### src/rtl/mult_datapath_pkg.sv
// mult_datapath_pkg: shared defaults, operand ROM contents and controller state codes
package mult_datapath_pkg;
  localparam int OPW_DEF = 4;
  localparam int DEPTH_DEF = 8;
  typedef enum logic [2:0] {S0, S1, S2, S3, S4, S5} state_e;
  function automatic int unsigned rom_val(input logic [2:0] a);
    return {28'd0, a, 1'b1};
  endfunction
endpackage

### src/rtl/mult_datapath_if.sv
// mult_datapath_if: controller-side strobes and datapath status outputs
interface mult_datapath_if
  import mult_datapath_pkg::*;
#(
  parameter int OPW = OPW_DEF,
  parameter int DEPTH = DEPTH_DEF
);
  localparam int AW = $clog2(DEPTH);
  logic w_rf;
  logic [2:0] adr;
  logic DA;
  logic SA;
  logic SB;
  logic w_ram;
  logic [AW-1:0] rd_adr;
  logic [2*OPW-1:0] product;
  logic [2*OPW-1:0] ram_dout;
  logic [AW-1:0] wr_ptr;
  logic [AW:0] count;
  logic full;
  logic wr_done;
  modport master (output w_rf, adr, DA, SA, SB, w_ram, rd_adr,
                  input product, ram_dout, wr_ptr, count, full, wr_done);
  modport slave (input w_rf, adr, DA, SA, SB, w_ram, rd_adr,
                 output product, ram_dout, wr_ptr, count, full, wr_done);
endinterface

### src/rtl/mult_datapath_rom.sv
// operand_rom: combinational operand table, entry i holds 2*i+1
module operand_rom
  import mult_datapath_pkg::*;
#(
  parameter int OPW = OPW_DEF
) (
  input  logic [2:0]     adr_i,
  output logic [OPW-1:0] data_o
);
  assign data_o = OPW'(rom_val(adr_i));
endmodule

### src/rtl/mult_datapath.sv
// mult_datapath: two-entry register file, multiplier and circular result RAM
module mult_datapath
  import mult_datapath_pkg::*;
#(
  parameter int OPW = OPW_DEF,
  parameter int DEPTH = DEPTH_DEF
) (
  input logic clk,
  input logic reset,
  mult_datapath_if.slave bus
);
  localparam int AW = $clog2(DEPTH);
  localparam logic [AW:0] FULL_CNT = (AW+1)'(DEPTH);
  logic [OPW-1:0] rom_data, op_a, op_b;
  logic [OPW-1:0] r_q [2];
  logic [2*OPW-1:0] mul, product_q, ram_dout_q;
  logic [2*OPW-1:0] ram_q [DEPTH];
  logic [AW-1:0] wr_ptr_q, wr_ptr_d;
  logic [AW:0] count_q, count_d;
  logic w_ram_q, wr_done_q, we;
  operand_rom #(.OPW(OPW)) u_rom (.adr_i(bus.adr), .data_o(rom_data));
  assign op_a = bus.SA ? r_q[1] : r_q[0];
  assign op_b = bus.SB ? r_q[1] : r_q[0];
  assign mul = {{OPW{1'b0}}, op_a} * {{OPW{1'b0}}, op_b};
  assign we = bus.w_ram & ~w_ram_q;
  // write pointer wraps freely; count saturates so a full RAM keeps overwriting the oldest slot
  always_comb begin
    wr_ptr_d = we ? wr_ptr_q + AW'(1) : wr_ptr_q;
    count_d = (we && count_q != FULL_CNT) ? count_q + (AW+1)'(1) : count_q;
  end
  // all state; RAM write uses pre-edge register values so a same-edge w_rf load does not leak in
  always_ff @(posedge clk or negedge reset) begin
    if (!reset) begin
      r_q[0] <= '0;
      r_q[1] <= '0;
      product_q <= '0;
      ram_dout_q <= '0;
      wr_ptr_q <= '0;
      count_q <= '0;
      w_ram_q <= 1'b0;
      wr_done_q <= 1'b0;
      for (int i = 0; i < DEPTH; i++) ram_q[i] <= '0;
    end else begin
      if (bus.w_rf) r_q[bus.DA] <= rom_data;
      product_q <= mul;
      ram_dout_q <= ram_q[bus.rd_adr];
      w_ram_q <= bus.w_ram;
      wr_done_q <= we;
      wr_ptr_q <= wr_ptr_d;
      count_q <= count_d;
      if (we) ram_q[wr_ptr_q] <= mul;
    end
  end
  assign bus.product = product_q;
  assign bus.ram_dout = ram_dout_q;
  assign bus.wr_ptr = wr_ptr_q;
  assign bus.count = count_q;
  assign bus.full = count_q == FULL_CNT;
  assign bus.wr_done = wr_done_q;
endmodule

### src/flat_wrapper.sv
// flat-port wrapper written by rule: the top's interface ports become plain ports
module mult_datapath_flat import mult_datapath_pkg::*;
#(
  parameter int OPW = OPW_DEF,
  parameter int DEPTH = DEPTH_DEF
)
  (clk, reset, bus_w_rf, bus_adr, bus_DA, bus_SA, bus_SB, bus_w_ram, bus_rd_adr, bus_product, bus_ram_dout, bus_wr_ptr, bus_count, bus_full, bus_wr_done);
  mult_datapath_if #(.OPW(OPW), .DEPTH(DEPTH)) bus_i ();
  input logic clk;
  input logic reset;
  input wire logic [$bits(bus_i.w_rf)-1:0] bus_w_rf;
  input wire logic [$bits(bus_i.adr)-1:0] bus_adr;
  input wire logic [$bits(bus_i.DA)-1:0] bus_DA;
  input wire logic [$bits(bus_i.SA)-1:0] bus_SA;
  input wire logic [$bits(bus_i.SB)-1:0] bus_SB;
  input wire logic [$bits(bus_i.w_ram)-1:0] bus_w_ram;
  input wire logic [$bits(bus_i.rd_adr)-1:0] bus_rd_adr;
  output wire logic [$bits(bus_i.product)-1:0] bus_product;
  output wire logic [$bits(bus_i.ram_dout)-1:0] bus_ram_dout;
  output wire logic [$bits(bus_i.wr_ptr)-1:0] bus_wr_ptr;
  output wire logic [$bits(bus_i.count)-1:0] bus_count;
  output wire logic [$bits(bus_i.full)-1:0] bus_full;
  output wire logic [$bits(bus_i.wr_done)-1:0] bus_wr_done;
  assign bus_i.w_rf = bus_w_rf;
  assign bus_i.adr = bus_adr;
  assign bus_i.DA = bus_DA;
  assign bus_i.SA = bus_SA;
  assign bus_i.SB = bus_SB;
  assign bus_i.w_ram = bus_w_ram;
  assign bus_i.rd_adr = bus_rd_adr;
  assign bus_product = bus_i.product;
  assign bus_ram_dout = bus_i.ram_dout;
  assign bus_wr_ptr = bus_i.wr_ptr;
  assign bus_count = bus_i.count;
  assign bus_full = bus_i.full;
  assign bus_wr_done = bus_i.wr_done;
  mult_datapath #(.OPW(OPW), .DEPTH(DEPTH)) u_core (.clk(clk), .reset(reset), .bus(bus_i));
endmodule
### config.mk
export PLATFORM = sky130hd
export DESIGN_NAME = mult_datapath_flat
export DESIGN_NICKNAME = d
export VERILOG_FILES = /design/src/rtl/mult_datapath_pkg.sv /design/src/rtl/mult_datapath_if.sv /design/src/rtl/mult_datapath_rom.sv /design/src/rtl/mult_datapath.sv /design/src/flat_wrapper.sv
export SDC_FILE = /design/constraint.sdc
export NUM_CORES = 1
export LEC_CHECK = 0
export CORE_UTILIZATION = 50
export CTS_BUF_LIST = sky130_fd_sc_hd__clkbuf_16
export DETAILED_ROUTE_END_ITERATION = 6
export GPL_TIMING_DRIVEN = 1
export PLACE_DENSITY = 0.74
export SYNTH_ARGS = -nofsm -noshare
export SYNTH_HDL_FRONTEND = slang
export SYNTH_SLANG_ARGS = --single-unit
export TNS_END_PERCENT = 5
### constraint.sdc
create_clock -name clk -period 7.1 [get_ports clk]
set_clock_uncertainty 0.2 [all_clocks]
set_input_delay 0.71 -clock clk [delete_from_list [all_inputs] [get_ports clk]]
set_output_delay 0.71 -clock clk [all_outputs]
set_load 0.05 [all_outputs]
* Yosys cells after proc, flatten, opt, wreduce, memory -nomap -nowiden
Index checks and enable logic that the tools add are counted.
Word-level totals: bits in registers 97, bits in latches 0, memory bits (writable) 0, bits in read-only memories 0, bits of input ports 13, output and inout bits 25, word-level logic and storage cells 45, memories kept 0
Cells by class: add/sub/neg operators 2, $mul 1, divide/modulo/power cells 0, order comparisons 5, equality and inequality tests 2, shift-type cells 0, multiplexer cells 11, bitwise gates (word level) 5, reduce and logical (&&, ||, !) cells 3
Operators with widths (count):
- 64-bit bitwise mux | 1
- 8-bit binary-select mux with 3-bit select | 1
- 8-bit demux with 3-bit select | 1
- 8-bit two-way mux | 3
- 4-bit two-way mux | 3
- 8-bit bitwise mux | 1
- 4-bit >= comparator (second input constant) | 2
- 4-bit by 4-bit multiplier with 8-bit output | 1
- 3-bit inverter with 4-bit output | 2
- 4-bit by 1-bit adder with 4-bit output (second input constant) | 1
- 4-bit demux with 1-bit select | 1
- 4-bit == test (second input constant) | 1
- 4-bit by 1-bit less-than comparator with 1-bit output (second input constant) | 1
- 4-bit != test (second input constant) | 1
- 3-bit by 1-bit adder with 3-bit output (second input constant) | 1
- 1-bit logical AND | 3
- 2-bit >= comparator (second input constant) | 1
- 2-bit by 1-bit less-than comparator with 1-bit output (second input constant) | 1
- 1-bit inverter with 2-bit output | 1
- 1-bit AND | 1
- 1-bit inverter | 1

* Depth between registers and ports, before layout
Gate-level depths: netlist of run 1.
depth in word-level cells 6, gate-level depth with buffers 14, gate-level depth less buffers 12

* Modules after synthesis
A second synthesis of run 1 with hierarchy kept.
Second synthesis, totals: cell total of the unflattened synthesis 391, area total of the unflattened synthesis 4580.6 sq um
By module, submodules not included:
- mult_datapath | instances 1, cells each 386, area an instance 4546.9 sq um, sequential area each 2427.3 sq um
- operand_rom | instances 1, cells each 5, area an instance 33.8 sq um, sequential area each 0.0 sq um

* Least setup slack after synthesis of run 1
Ideal clock, no wire load.
path kind input to register, start input port bus_SA, end register u_core.ram_q[13] in the netlist's numbering, library setup time 144 ps, arrival 3702 ps, data required time 6756 ps, slack 3055 ps, cell stages on the path 12, path buffers 1, cells stage by stage buf_2 mux2_2 inv_1 or2_2 fa_1 fa_1 inv_1 ha_1 a21o_1 a21oi_1 xor2_1 o21ai_0
Between the ends: cells in the longest elaborated chain, start to end 3
RTL lines:
- start: declaration | line flat_wrapper.sv:14 | input wire logic [$bits(bus_i.SA)-1:0] bus_SA;
- 4-bit two-way mux | line mult_datapath.sv:22 | assign op_a = bus.SA ? r_q[1] : r_q[0];
- 4-bit by 4-bit multiplier with 8-bit output | line mult_datapath.sv:24 | assign mul = {{OPW{1'b0}}, op_a} * {{OPW{1'b0}}, op_b};
- 64-bit bitwise mux | line mult_datapath.sv:51 | if (we) ram_q[wr_ptr_q] <= mul;
- end signal: indexed assignment | line mult_datapath.sv:51
- end: declaration | line mult_datapath.sv:17 | logic [2*OPW-1:0] ram_q [DEPTH];
Every way passes these cells. A chain may end at the register's enable or synchronous reset.

* Worst setup path in the final report of run 1
Same ends and word-level chain as after synthesis.

==> summary.txt, run 1 <==
Floorplanning
  • Die X: between 90 and 100 µm
  • Starting density of the core: 0.523
  • Ports: 38
  • Die height: slightly below 100 µm
  • Cell Rows: 34
  • Core ar.: a little under 9000 µm²
  • Total Die Area: 9590 µm²

Placement
  • Port bufs: 37
  • GPL Wtd Cong: around 0.83
  • DP HPWL: about 6100 µm

Synthesis
  • Post-Synth Adder-Cell Area: 0.0582
  • Simple-gate share of the synthesized area: 0.126
  • Synth Area in Compound Gates: 0.0848
  • Net count after synthesis: 443
  • Unique cell type count in the Yosys netlist: 36
  • Post-synth top area share: 0.527
  • Syn Area/Cell: between 10 and 15 µm²
  • Largest family of logic cells by synthesized area: multiplexers
  • Post-Syn Area: roughly 4600 µm²
  • Post-synthesis sequential area ratio: 0.527
  • Yosys warns: 0
  • Area leader, netlist: dfrtp_1
  • XOR/XNOR Fraction of Synth Area: 0.0133
  • Yosys reg bits: 97
  • Ranking of synthesized cells by area: dfrtp_1 (53%), mux4_2 (7.8%), nand2_1 (7.6%)
  • Mux cell area share after synthesis: 0.147
  • Cell count after synthesis: between 400 and 500

Run
  • Max Cap Violations: 0

Route
  • Routed len/inst: 17.1 µm
  • Via/cell ratio: roughly 5.5
  • # DRC: 4
  • Pre-antenna DRT Iters: 7
  • Vias: approximately 3000
  • DRT iter0 DRCs: 202
  • DRT Wirelength: 9320 µm
  • Post-route ant nets: 0

Power and ir drop
  • Total Power: around 2400 µW
  • VDD IR-drop max: about 0.22 mV
  • LEAKAGE: 0.00243 µW
  • Power Density: 450 nW/µm²

STA
  • Slew Limit Fails: 0
  • Final setup viols: 0
  • Final Critical Period: ~4500 ps
  • Fmax: between 0.2 and 0.25 GHz
  • Fin. Hold Viols: 0
  • Setup TNS: 0 ps
  • Slew of the pin with the lowest slew margin: between 900 and 1000 ps
  • RSZ-0062 raised after global routing: false
  • Fin crit share: 0.637
  • Slew margin rel.: 0.337

Global route
  • Largest net degree at the start of global routing: 56
  • Initial antenna violation count: 0
  • First-pass GRT wire length: about 16000 µm
  • Vias in the first global route: between 3000 and 4000
  • GRT overflow: 0
  • Gr usage total: 0.218

Outcome
  • Failing checks: DRC
  • Outcome: finished, violations left

Clocking
  • Clk pin slew, worst setup/hold paths: ~70 ps
  • Total CTS buffers: 9
  • Htree depth: 3
  • Worst skew pair latency: between 300 and 400 ps
  • Max Root-Sink Buffers: 2
  • Clock Tree Root: clkbuf_16
  • CTS Hold Bufs: 0
  • Resized cells post-CTS: 0
  • Post-CTS Setup Bufs: 0
  • Clock sink count: between 90 and 100
  • CTS tree: built

Critical path
  • Max incr delay on CP: 670 ps
  • Crit path max fanout: 9
  • Critical Path RT: between 7000 and 8000 ps
  • WP data arrival: approximately 4500 ps
  • Startpoint Class: input pin
  • Worst-path cell chain: clkdlybuf4s50_1 > mux2_2 > inv_1 > or2_2 > fa_1 > fa_1 > inv_1 > ha_1 > a21o_1 > a21oi_1 > xor2_1 > o21ai_0
  • CP endpoint kind: flop
  • Slowest cell on crit path: clkdlybuf4s50_1
  • Critical path class: in -> reg

Min path
  • Worst hold path type: in -> async

Cells and area
  • # diodes: 0
  • Post-layout util: 0.600
  • Fin nets: approximately 460
  • Area added between synthesis and finish: 14.7%
  • Commonest non-fill, non-tap cell in the layout: dfrtp_1
  • Most frequent cells in the layout: dfrtp_1 (97), nand2_1 (93), clkdlybuf4s50_1 (36), o21ai_0 (31), mux2_2 (22)
  • Layout cells sized above 1: 0.151
==> metrics by stage <==
stage               instance area, µm²  setup WS, ps  hold slack [ps]  std cells
detailed placement                4990          2200              260        529
global placement                  4990          2310              252        529
CTS                               5280          2550              169        545
floorplan                         4600          3050              214        411
finish                            5280          2580              148        545
global route                      5280          2290              191        545
==> registers in the layout, indices dropped and copies added (netlist names) <==
signal               cells
u_core.w_ram_q           1
u_core.bus.count         4
u_core.bus.wr_done       1
u_core.bus.wr_ptr        3
u_core.bus.ram_dout      8
u_core.bus.product       8
u_core.ram_q            64
u_core.r_q               8
==> power by group <==
part,internal (µW),total (µW),switching [µW]
Sequential,779,909,130
Combinational,377,986,609
Clock,273,481,207
Total,1430,2380,946
==> worst paths after layout <==
path                       slack, ps  cells past startpoint             start          endpoint
setup / recovery                2580                     12            bus_SA  u_core.ram_q[13]
min in group clk                 280                      2  u_core.ram_q[46]  u_core.ram_q[46]
hold / removal                   150                      1             reset  u_core.ram_q[20]
setup reg to reg                3260                     11     u_core.r_q[1]  u_core.ram_q[13]
max in group asynchronous       5450                      2             reset     u_core.r_q[2]
hold reg to reg                  280                      2  u_core.ram_q[46]  u_core.ram_q[46]
==> worst max-delay path, delay by kind of cell <==
family	cells	cell delay (ps)
xor+xnor	1	530
fa+ha+maj	3	1380
compound gates	3	560
mux	1	230
buf+inv	3	780
simple gates	1	300
==> cell families (layout without fill, tap and decap cells) <==
group,after synthesis,count (layout)
multiplexers,44,44
XOR/XNOR,7,7
AO/OA/AOI/OAI,63,63
adder cells (fa/ha/maj),19,19
AND/OR/NAND/NOR,135,135
buffers and inverters,46,72
flip-flops,97,97
==> synthesized netlist by cell type <==
| cell | instances |
|---|---|
| fa_1 | 4 |
| mux2_4 | 2 |
| mux2i_1 | 4 |
| nand4_1 | 2 |
| nor2_1 | 13 |
| o21ai_2 | 4 |
| and3_1 | 1 |
| mux4_2 | 16 |
| buf_1 | 4 |
| nor3_1 | 1 |
| nand3_1 | 2 |
| or3b_1 | 1 |
| nand3b_1 | 1 |
| or3_1 | 2 |
| a21o_1 | 2 |
| ha_1 | 15 |
| clkbuf_1 | 15 |
| or2_1 | 3 |
| o211ai_1 | 1 |
| a31oi_1 | 2 |
| xnor2_1 | 4 |
| a21oi_1 | 3 |
| nand2b_1 | 5 |
| nor2b_1 | 5 |
| or2_2 | 5 |
| buf_2 | 8 |
| o21ai_0 | 31 |
| dfrtp_1 | 97 |
| inv_1 | 17 |
| and2_1 | 1 |
| o21a_1 | 4 |
| o31ai_1 | 16 |
| nand2_1 | 93 |
| buf_6 | 2 |
| mux2_2 | 22 |
| xor2_1 | 3 |
==> routing by layer <==
metal  wire length (µm)  GRT usage
met1               4240      0.305
met2               4540      0.343
met3                490     0.0515
met4                 49     0.0629
met5                  0          0
==> final cells by class <==
cell class	instances	area [µm²]
fillers	712	3530
flip-flops and latches	97	2430
multi-input cells	268	1980
repair buffers	39	383
clock buffers	9	225
well taps	108	135
clock inverters	7	68.8
inverters	17	63.8
Power figures use the tool's default switching activity.
==> run 2, diff against run 1 <==
==> constraint.sdc (replaced) <==
create_clock -name clk -period 4.5 [get_ports clk]
set_clock_uncertainty 0.2 [all_clocks]
set_input_delay 0.45 -clock clk [delete_from_list [all_inputs] [get_ports clk]]
set_output_delay 0.45 -clock clk [all_outputs]
set_load 0.05 [all_outputs]
==> run 2 against run 1 <==
Net effect: the flow still finishes with violations (DRC); die area stayed put; critical path depth is 1 lower; via count is 1.9% higher.
==> summary.txt, run 2 (synthesis gave the netlist of run 1 again) <==
Critical path
  • CP endpoint kind: flop (unchanged)
  • Worst-path cell chain: clkdlybuf4s50_1 > mux2i_1 > or2_2 > fa_1 > fa_1 > inv_1 > ha_1 > nor2b_1 > o21a_1 > nor3_1 > o31ai_1 (was clkdlybuf4s50_1 > mux2_2 > inv_1 > or2_2 > fa_1 > fa_1 > inv_1 > ha_1 > a21o_1 > a21oi_1 > xor2_1 > o21ai_0)
  • Reg2reg start: u_core.r_q[1] (unchanged)
  • Reg-to-Reg End: u_core.ram_q[54] (was u_core.ram_q[13])
  • Top Family by Delay on Critical Path: simple AND/OR/NAND/NOR gates (was adder cells)
  • WP data arrival: 4130 ps (was 4510 ps)
  • Critical path class: in -> reg (unchanged)
  • Reg-to-reg slack, setup: 680 ps (was 3260 ps)
  • Crit path max fanout: 9 (unchanged)
  • R2R cell count: 11 (unchanged)
  • Worst path bufs/invs: 2 (was 3)
  • Crit-path most repeated cell: fa_1
  • Critical Path RT: 4480 ps (was 7090 ps)
  • Max incr delay on CP: 740 ps (was 670 ps)
  • Startpoint Class: input pin (unchanged)
  • Slowest cell on crit path: nor3_1 (was clkdlybuf4s50_1)

Clocking
  • Resized cells post-CTS: 0 (unchanged)
  • Clk pin slew, worst setup/hold paths: 60 ps (was 70 ps)
  • Worst skew pair latency: 340 ps (about the same)
  • Clock sink count: 97 (unchanged)
  • Total CTS buffers: 9 (unchanged)
  • Htree depth: 3 (unchanged)
  • Max Root-Sink Buffers: 2 (unchanged)
  • Clock Tree Root: clkbuf_16 (unchanged)
  • CTS tree: built (unchanged)
  • Post-CTS Setup Bufs: 0 (unchanged)

Floorplanning
  • Die X: 97.9 µm (unchanged)
  • Starting density of the core: 0.523 (unchanged)
  • Cell Rows: 34 (unchanged)
  • Die height: 97.9 µm (unchanged)
  • Core ar.: 8810 µm² (unchanged)
  • Total Die Area: 9590 µm² (unchanged)
  • Ports: 38 (unchanged)

Run
  • Max Cap Violations: 0 (unchanged)

Placement
  • GPL Wtd Cong: 0.907 (was 0.835)
  • DP HPWL: 6180 µm (was 6110 µm)
  • Port bufs: 37 (unchanged)

STA
  • Fmax: roughly 0.24 GHz
  • Slew Limit Fails: 0 (unchanged)
  • Final Critical Period: 4150 ps
  • Slew of the pin with the lowest slew margin: 961 ps (was 987 ps)
  • Fin crit share: 0.922
  • Fin. Hold Viols: 0 (unchanged)
  • RSZ-0062 raised after global routing: false (unchanged)
  • Setup TNS: 0 ps (unchanged)
  • Final setup viols: 0 (unchanged)
  • Slew margin rel.: 0.355 (was 0.337)

Cells and area
  • Most frequent cells in the layout: dfrtp_1 (97), nand2_1 (93), clkdlybuf4s50_1 (36), o21ai_0 (31), mux2_2 (22) (unchanged)
  • Filler cells: 718 (was 712)
  • Reg area: 2430 µm² (unchanged)
  • Area added between synthesis and finish: 15.3% (was 14.7%)
  • Largest reg by FF count: u_core.ram_q (unchanged)
  • # diodes: 0 (unchanged)
  • Multi-input logic area: 1980 µm² (unchanged)
  • Number of flip-flops in the largest register: 64 (unchanged)
  • Commonest non-fill, non-tap cell in the layout: dfrtp_1 (unchanged)
  • Layout cells sized above 1: 0.160 (was 0.151)
  • Fin nets: 470 (was 464)

Route
  • Post-route ant nets: 0 (unchanged)
  • DRT iter0 DRCs: 100 (was 202)
  • Pre-antenna DRT Iters: 7 (unchanged)
  • DRT Wirelength: 9190 µm (was 9320 µm)
  • Routed len/inst: 16.7 µm (was 17.1 µm)
  • # DRC: 4 (unchanged)
  • Via/cell ratio: 5.56 (was 5.51)
  • Vias: 3062 (was 3004)

Min path
  • Worst Hold End: u_core.ram_q[6]
  • Hold_sp: u_core.ram_q[6]
  • Worst hold path type: reg -> reg (was in -> async)
  • Worst Hold Depth: 2

Power and ir drop
  • VDD IR-drop max: 0.289 mV (was 0.216 mV)
  • LEAKAGE: 0.00244 µW (was 0.00243 µW)
  • Power Density: 700 nW/µm² (was 450 nW/µm²)
  • Total Power: 3710 µW (was 2380 µW)

Global route
  • Initial antenna violation count: 0 (unchanged)
  • Gr usage total: 0.212 (was 0.218)
  • Vias in the first global route: 3122 (was 3131)
  • Largest net degree at the start of global routing: 59 (was 56)
  • First-pass GRT wire length: 15500 µm (was 16100 µm)
  • GRT overflow: 0 (unchanged)

Outcome
  • Outcome: finished, violations left (unchanged)
  • Failing checks: DRC (unchanged)
run 2: through the flow:
step | setup slack, ps | instance area (µm²) | instances | utilization | hold WS (ps)
after floorplan | 715 | 4600 | 411 | - | -45.6
after global placement | 189 | 5020 | 534 | 0.570 | 253
after detailed placement | 46.7 | 5020 | 534 | 0.570 | 260
after CTS | 385 | 5310 | 551 | 0.602 | 277
after global routing | 108 | 5310 | 551 | 0.602 | 295
final | 353 | 5310 | 551 | 0.602 | 272
run 2: final cells by class:
class,count,share of cell area
Multi-Input combinational cell,268,0.373
Timing Repair Buffer,45,0.0811
Clock buffer,9,0.0425
Tap cell,108,0.0255
Clock inverter,7,0.00873
Inverter,17,0.0120
Sequential cell,97,0.458
run 2: tightest hold or removal path, stage by stage (launching register included):
cell     delay (ps)
dfrtp_1         340
nand2_1          50
o31ai_1          50
run 2: what timing repair did:
| action | in CTS | in global routing |
|---|---|---|
| setup endpoints to repair | 0 | 0 |
| endpoints found under the hold margin | 55 | 0 |
| hold buffers | 1 | 0 |
run 2: how the worst max path moves through the flow:
stage                 from                to  slack (ps)  cells past startpoint
global placement    bus_SB  u_core.ram_q[62]         190                     11
global route        bus_SB  u_core.ram_q[54]         110                     11
finish              bus_SB  u_core.ram_q[54]         350                     11
detailed placement  bus_SB  u_core.ram_q[54]          50                     10
floorplan           bus_SA  u_core.ram_q[13]         710                     12
CTS                 bus_SB  u_core.ram_q[54]         380                     11
run 2: where the power goes:
part | total, µW | leakage [µW] | internal, µW | switching [µW]
clock network | 700 | 0.000135 | 373 | 327
registers | 1440 | 0.00121 | 1230 | 207
logic | 1580 | 0.00110 | 631 | 947
run 2: per-layer routing:
metal  global-route usage  share of wire  routed length, µm
met4               0.0804          0.018                162
met2                0.345           0.47               4340
met1                0.288           0.46               4270
met3               0.0329          0.045                416
met5                    0              0                  0
